[src/rtl/ram_fifo_ctrl_if.sv]
// ram_fifo_ctrl_if: push/pop handshake plus RAM bus of the FIFO controller.
// master = datapath/RAM side, slave = controller; overflow/underflow under RAM_FIFO_ERR_EN.
interface ram_fifo_ctrl_if #(
  parameter int DATA_W = 32,
  parameter int ADDR_W = 5
);
  logic              push;
  logic [DATA_W-1:0] push_data;
  logic              push_ack;
  logic              pop;
  logic              pop_ack;
  logic [DATA_W-1:0] pop_data;
  logic              pop_valid;
  logic              full;
  logic              empty;
  logic [ADDR_W:0]   count;
  logic              ram_ena;
  logic              ram_wena;
  logic [ADDR_W-1:0] ram_addr;
  logic [DATA_W-1:0] ram_wdata;
  logic [DATA_W-1:0] ram_rdata;
`ifdef RAM_FIFO_ERR_EN
  logic              overflow;
  logic              underflow;
`endif

  modport master (
    output push, push_data, pop, ram_rdata,
    input  push_ack, pop_ack, pop_data,
    input  pop_valid, full, empty, count,
    input  ram_ena, ram_wena, ram_addr, ram_wdata
`ifdef RAM_FIFO_ERR_EN
    , input overflow, underflow
`endif
  );

  modport slave (
    input  push, push_data, pop, ram_rdata,
    output push_ack, pop_ack, pop_data,
    output pop_valid, full, empty, count,
    output ram_ena, ram_wena, ram_addr, ram_wdata
`ifdef RAM_FIFO_ERR_EN
    , output overflow, underflow
`endif
  );
endinterface

[src/rtl/ram_fifo_ctrl.sv]
// ram_fifo_ctrl: circular FIFO over a single-port RAM (pop beats push).
// Ports: clk, rst (async high), bus (ram_fifo_ctrl_if.slave). Option: RAM_FIFO_ERR_EN.
module ram_fifo_ctrl #(
  parameter int DATA_W = 32,
  parameter int ADDR_W = 5,
  parameter int DEPTH  = 32
) (
  input logic              clk,
  input logic              rst,
  ram_fifo_ctrl_if.slave   bus
);
  localparam logic [ADDR_W:0] CNT_MAX = (ADDR_W+1)'(DEPTH);

  logic [ADDR_W-1:0] wr_ptr_q, wr_ptr_d;
  logic [ADDR_W-1:0] rd_ptr_q, rd_ptr_d;
  logic [ADDR_W:0]   count_q, count_d;
  logic              pop_valid_q, pop_valid_d;
  logic [DATA_W-1:0] pop_data_q, pop_data_d;
  logic              full, empty;
  logic              push_ack, pop_ack;

  assign full  = (count_q == CNT_MAX);
  assign empty = (count_q == '0);

  // rst gating keeps both acks low while reset is held
  always_comb begin
    pop_ack  = bus.pop & ~empty & ~rst;
    push_ack = bus.push & ~full & ~pop_ack & ~rst;
  end

  always_comb begin
    bus.ram_ena  = 1'b0;
    bus.ram_wena = 1'b0;
    bus.ram_addr = wr_ptr_q;
    unique case (1'b1)
      pop_ack: begin
        bus.ram_ena  = 1'b1;
        bus.ram_addr = rd_ptr_q;
      end
      push_ack: begin
        bus.ram_ena  = 1'b1;
        bus.ram_wena = 1'b1;
      end
      default: ;
    endcase
  end

  always_comb begin
    wr_ptr_d    = wr_ptr_q;
    rd_ptr_d    = rd_ptr_q;
    count_d     = count_q;
    pop_valid_d = pop_ack;
    pop_data_d  = pop_data_q;
    if (push_ack) wr_ptr_d = wr_ptr_q + 1'b1;
    if (pop_ack) begin
      rd_ptr_d   = rd_ptr_q + 1'b1;
      pop_data_d = bus.ram_rdata;
    end
    // acks are mutually exclusive
    unique case (1'b1)
      pop_ack:  count_d = count_q - 1'b1;
      push_ack: count_d = count_q + 1'b1;
      default: ;
    endcase
  end

  always_ff @(posedge clk or posedge rst) begin
    if (rst) begin
      wr_ptr_q    <= '0;
      rd_ptr_q    <= '0;
      count_q     <= '0;
      pop_valid_q <= 1'b0;
      pop_data_q  <= '0;
    end else begin
      wr_ptr_q    <= wr_ptr_d;
      rd_ptr_q    <= rd_ptr_d;
      count_q     <= count_d;
      pop_valid_q <= pop_valid_d;
      pop_data_q  <= pop_data_d;
    end
  end

  assign bus.push_ack  = push_ack;
  assign bus.pop_ack   = pop_ack;
  assign bus.pop_data  = pop_data_q;
  assign bus.pop_valid = pop_valid_q;
  assign bus.full      = full;
  assign bus.empty     = empty;
  assign bus.count     = count_q;
  assign bus.ram_wdata = bus.push_data;

`ifdef RAM_FIFO_ERR_EN
  logic overflow_q, overflow_d;
  logic underflow_q, underflow_d;

  // sticky until reset
  always_comb begin
    overflow_d  = overflow_q | (bus.push & full);
    underflow_d = underflow_q | (bus.pop & empty);
  end

  always_ff @(posedge clk or posedge rst) begin
    if (rst) begin
      overflow_q  <= 1'b0;
      underflow_q <= 1'b0;
    end else begin
      overflow_q  <= overflow_d;
      underflow_q <= underflow_d;
    end
  end

  assign bus.overflow  = overflow_q;
  assign bus.underflow = underflow_q;
`endif
endmodule

[src/flat_wrapper.sv]
// flat-port wrapper written by rule: the top's interface ports become plain ports
module ram_fifo_ctrl_flat 
#(
  parameter int DATA_W = 32,
  parameter int ADDR_W = 5,
  parameter int DEPTH  = 32
)
  (clk, rst, bus_push, bus_push_data, bus_pop, bus_ram_rdata, bus_push_ack, bus_pop_ack, bus_pop_data, bus_pop_valid, bus_full, bus_empty, bus_count, bus_ram_ena, bus_ram_wena, bus_ram_addr, bus_ram_wdata);
  ram_fifo_ctrl_if #(.DATA_W(DATA_W), .ADDR_W(ADDR_W)) bus_i ();
  input logic clk;
  input logic rst;
  input wire logic [$bits(bus_i.push)-1:0] bus_push;
  input wire logic [$bits(bus_i.push_data)-1:0] bus_push_data;
  input wire logic [$bits(bus_i.pop)-1:0] bus_pop;
  input wire logic [$bits(bus_i.ram_rdata)-1:0] bus_ram_rdata;
  output wire logic [$bits(bus_i.push_ack)-1:0] bus_push_ack;
  output wire logic [$bits(bus_i.pop_ack)-1:0] bus_pop_ack;
  output wire logic [$bits(bus_i.pop_data)-1:0] bus_pop_data;
  output wire logic [$bits(bus_i.pop_valid)-1:0] bus_pop_valid;
  output wire logic [$bits(bus_i.full)-1:0] bus_full;
  output wire logic [$bits(bus_i.empty)-1:0] bus_empty;
  output wire logic [$bits(bus_i.count)-1:0] bus_count;
  output wire logic [$bits(bus_i.ram_ena)-1:0] bus_ram_ena;
  output wire logic [$bits(bus_i.ram_wena)-1:0] bus_ram_wena;
  output wire logic [$bits(bus_i.ram_addr)-1:0] bus_ram_addr;
  output wire logic [$bits(bus_i.ram_wdata)-1:0] bus_ram_wdata;
  assign bus_i.push = bus_push;
  assign bus_i.push_data = bus_push_data;
  assign bus_i.pop = bus_pop;
  assign bus_i.ram_rdata = bus_ram_rdata;
  assign bus_push_ack = bus_i.push_ack;
  assign bus_pop_ack = bus_i.pop_ack;
  assign bus_pop_data = bus_i.pop_data;
  assign bus_pop_valid = bus_i.pop_valid;
  assign bus_full = bus_i.full;
  assign bus_empty = bus_i.empty;
  assign bus_count = bus_i.count;
  assign bus_ram_ena = bus_i.ram_ena;
  assign bus_ram_wena = bus_i.ram_wena;
  assign bus_ram_addr = bus_i.ram_addr;
  assign bus_ram_wdata = bus_i.ram_wdata;
  ram_fifo_ctrl #(.DATA_W(DATA_W), .ADDR_W(ADDR_W), .DEPTH(DEPTH)) u_core (.clk(clk), .rst(rst), .bus(bus_i));
endmodule
[config.mk]
export PLATFORM = sky130hd
export DESIGN_NAME = ram_fifo_ctrl_flat
export DESIGN_NICKNAME = d
export VERILOG_FILES = /design/src/rtl/ram_fifo_ctrl_if.sv /design/src/rtl/ram_fifo_ctrl.sv /design/src/flat_wrapper.sv
export SDC_FILE = /design/constraint.sdc
export NUM_CORES = 1
export LEC_CHECK = 0
export CAP_MARGIN = 20
export CELL_PAD_IN_SITES_DETAIL_PLACEMENT = 1
export CELL_PAD_IN_SITES_GLOBAL_PLACEMENT = 2
export CORE_MARGIN = 10
export CORE_UTILIZATION = 20
export DETAILED_ROUTE_END_ITERATION = 8
export GPL_ROUTABILITY_DRIVEN = 0
export PLACE_DENSITY = 0.87
export RECOVER_POWER = 25
export SETUP_SLACK_MARGIN = 0.4
export SLEW_MARGIN = 5
export SYNTH_ARGS = -nofsm -noshare
export SYNTH_HDL_FRONTEND = slang
export SYNTH_SLANG_ARGS = --single-unit
[constraint.sdc]
create_clock -name clk -period 3.5 [get_ports clk]
set_input_delay 0.875 -clock clk [delete_from_list [all_inputs] [get_ports clk]]
set_output_delay 0.875 -clock clk [all_outputs]
set_load 0.005 [all_outputs]
==> flow_summary.toml <==
[status]
outcome = "finished, final reports clean"

[layout]
final_net_count = 335
area_delta_synth_final_pct = 43.8
n_antenna_cell = 0
instances_no_fill = 429
drive_gt1_share_pct = 18.4
fillers = 1355
seq_area_mm2 = 0.00123
multi_input_area_mm2 = 0.00101

[clocking]
cts_tree = "built"
cts_hold_buf = 0
cts_buffer_depth = 2
numCtsBuffers = 5
cts-root-buf = "clkbuf_16"
insertion_delay_ns = 0.29
clock-sinks = 49
path_clk_slew_ns = 0.07
cts_max_level = 2

[sta]
tightest_slew_ns = 1.45
finalCritPeriodShare_pct = 87.4
fin_skew_ns = 0.00748
rsz0062_at_grt = "true"
hold_viol = 0
fmax_mhz = 327
tns_ns = 0
setup-violations-final = 0
finalCriticalPeriod_ns = 3.06
maxSlewViolCount = 0
maxSlewHeadroom_pct = 3.10

[floorplanning]
dieArea_mm2 = 0.0173
rows = 40
die_x_um = 132
start_util_pct = 20.5
dieHeight_um = 132
io_pins = 150
core_mm2 = 0.0121

[drt]
vias = 1649
drc = 0
detail-route-antenna-nets = 0
drt_pre_antenna_iters = 4
drt_wl_total_um = 6430
avgRoutedWirePerCell_um = 15.0
via_per_inst = 3.84
drtIter0Drc = 72

[critical_path]
worstPathRequired_ns = 2.62
crit_top_cell = "clkdlybuf4s50_1"
cp-start-kind = "input port"
cp_cell_sequence = "clkdlybuf4s50_1 -> buf_4 -> o221ai_4 -> inv_1 -> clkdlybuf4s50_1"
critPathKind = "input port to output pin"
worstPathMaxFanout = 2
end_kind = "output pin"
arrival_ns = 2.18
cp_slowest_cell = "clkdlybuf4s50_1"
rrSetupSlack_ns = 0.84
max_stage_delay_ns = 0.49

[placed_design]
post-dp-hpwl_um = 5240
dp.cells = 416
portBuffers = 85

[synthesis]
netlist_instances = 188
syn-cell-area_mm2 = 0.00249
ys_types = 35
ys_ff_latch = 49
synth_top_cell_area_share_pct = 49.3
synth_warnings = 0
syn-num-nets = 263
syn_avg_cell_area_um2 = 13.2
synth_area_leaders = "dfrtp_1 49%, mux2_1 16%, buf_4 10%"
ys_seq_area_share_pct = 49.3
yosys.area.top_type = "dfrtp_1"

[global_route]
grt_pass1_wl_um = 10500
antenna_found_initial = 0
grt_max_degree = 27
grt_usage_pct = 7.42
grt_pass1_vias = 1864
overflow = 0

[run]
max_cap_viol_count = 0

[min_path]
hold_path.class = "register to register"

[pwr]
powerDensity_mw_per_mm2 = 633
vdd_drop_max_mv = 0.217
leakage_nw = 1.48
metrics by stage:
stage / hold WS, ns / instance area [µm²] / setup WS, ns / utilization [%] / power, mW
3_5_place_dp: 0.471 / 3410 / 0.0141 / 28.1 / 1.84
2_1_floorplan: 0.439 / 2520 / 0.284 / - / 1.38
5_1_grt: 0.499 / 3580 / 0.344 / 29.5 / 2.45
6_report: 0.470 / 3580 / 0.442 / 29.5 / 2.26
3_3_place_gp: 0.466 / 3410 / 0.0284 / 28.1 / 1.79
4_1_cts: 0.481 / 3590 / 0.405 / 29.6 / 2.33
worst max-delay path: cells and delay by family:
| family | cells | cell delay, ns |
|---|---|---|
| AO/OA/AOI/OAI | 1 | 0.11 |
| buffers and inverters | 4 | 1.18 |
routing by layer:
layer / wire [µm] / part of all wire, % / track usage (%)
met4: 127 / 2.0 / 3.40
met2: 3340 / 52 / 13.2
met1: 2490 / 39 / 7.64
met3: 474 / 7.4 / 2.59
met5: 0 / 0 / 0
area by class of cell:
type	instances	area share (%)
Clock buffer	5	3.50
Sequential cell	49	34.3
Tap cell	168	5.88
Inverter	6	0.735
Clock inverter	3	0.630
Timing Repair Buffer	102	26.7
Multi-Input combinational cell	96	28.2
flip-flops by register name, summed over array words and instances (netlist names):
| register | count |
|---|---|
| u_core.bus.pop_valid | 1 |
| u_core.wr_ptr_q | 5 |
| u_core.bus.count | 6 |
| u_core.bus.pop_data | 32 |
| u_core.rd_ptr_q | 5 |
kinds of logic (layout without fill, tap and decap cells):
kind of cell / Yosys count / after routing / share of synthesized area, %
DFF: 49 / 49 / 49.3
muxes: 43 / 43 / 20.1
buffers and inverters: 43 / 116 / 11.8
and+or+nand+nor: 22 / 22 / 6.09
AOI/OAI and AO/OA: 12 / 12 / 4.73
xor gates and xnor gates: 12 / 12 / 4.23
adders and majority gates: 7 / 7 / 3.82
cells in the mapped netlist:
cell / number
and3_1: 3
xor2_1: 3
nand2b_1: 1
nand3_1: 6
o2111ai_1: 1
o2111a_1: 1
dfrtp_1: 49
mux2_2: 4
xnor2_1: 9
inv_2: 1
ha_1: 6
nor3_2: 1
nor3b_1: 1
nand2_2: 1
o21bai_1: 1
a21o_1: 1
a21oi_4: 1
a41o_1: 1
nor2_1: 1
a211oi_1: 1
a21oi_1: 3
buf_2: 3
o221ai_4: 1
buf_4: 34
mux2_1: 35
inv_1: 5
nand3_4: 1
and4_1: 1
nor3_4: 1
a21boi_1: 1
fa_1: 1
nand2_1: 2
nand4_1: 2
mux2_4: 4
and2_1: 1
path summary, 6_finish.rpt:
check                               startpoint                       to  depth (start not counted)
max in group asynchronous                  rst   u_core.bus.pop_data[3]                          4
min reg2reg                 u_core.wr_ptr_q[4]       u_core.wr_ptr_q[4]                          1
max                                   bus_push              bus_ram_ena                          5
min                         u_core.wr_ptr_q[4]       u_core.wr_ptr_q[4]                          1
min in group asynchronous                  rst  u_core.bus.pop_data[27]                          4
max reg2reg                u_core.bus.count[1]      u_core.bus.count[4]                          9
cells in the final DEF (no fill, tap or decap), types with 2 or more instances in the layout:
master           instances
a21oi_1                  2
and3_1                   3
buf_2                    2
buf_4                   12
clkbuf_1                 3
clkbuf_16                5
clkbuf_2                 2
clkdlybuf4s50_1         75
clkinvlp_4               3
dfrtp_1                 49
dlygate4sd2_1            6
ha_1                     5
inv_1                    4
mux2_1                  34
mux2_2                   4
mux2_4                   5
nand2_1                  2
nand3_1                  6
nand4_1                  2
xnor2_1                  9
xor2_1                   3
report_power, final:
part / internal [mW] / switching, mW
logic: 0.552 / 0.332
registers: 0.730 / 0.168
clock network: 0.265 / 0.216
total: 1.55 / 0.716
repair_timing:
item	CTS	global route
pin swaps	0	0
endpoints found under the setup margin	10	2
resized for setup	22	3
hold endpoints to repair	0	0
setup buffers	4	1
(Power assumes the default switching activity.)
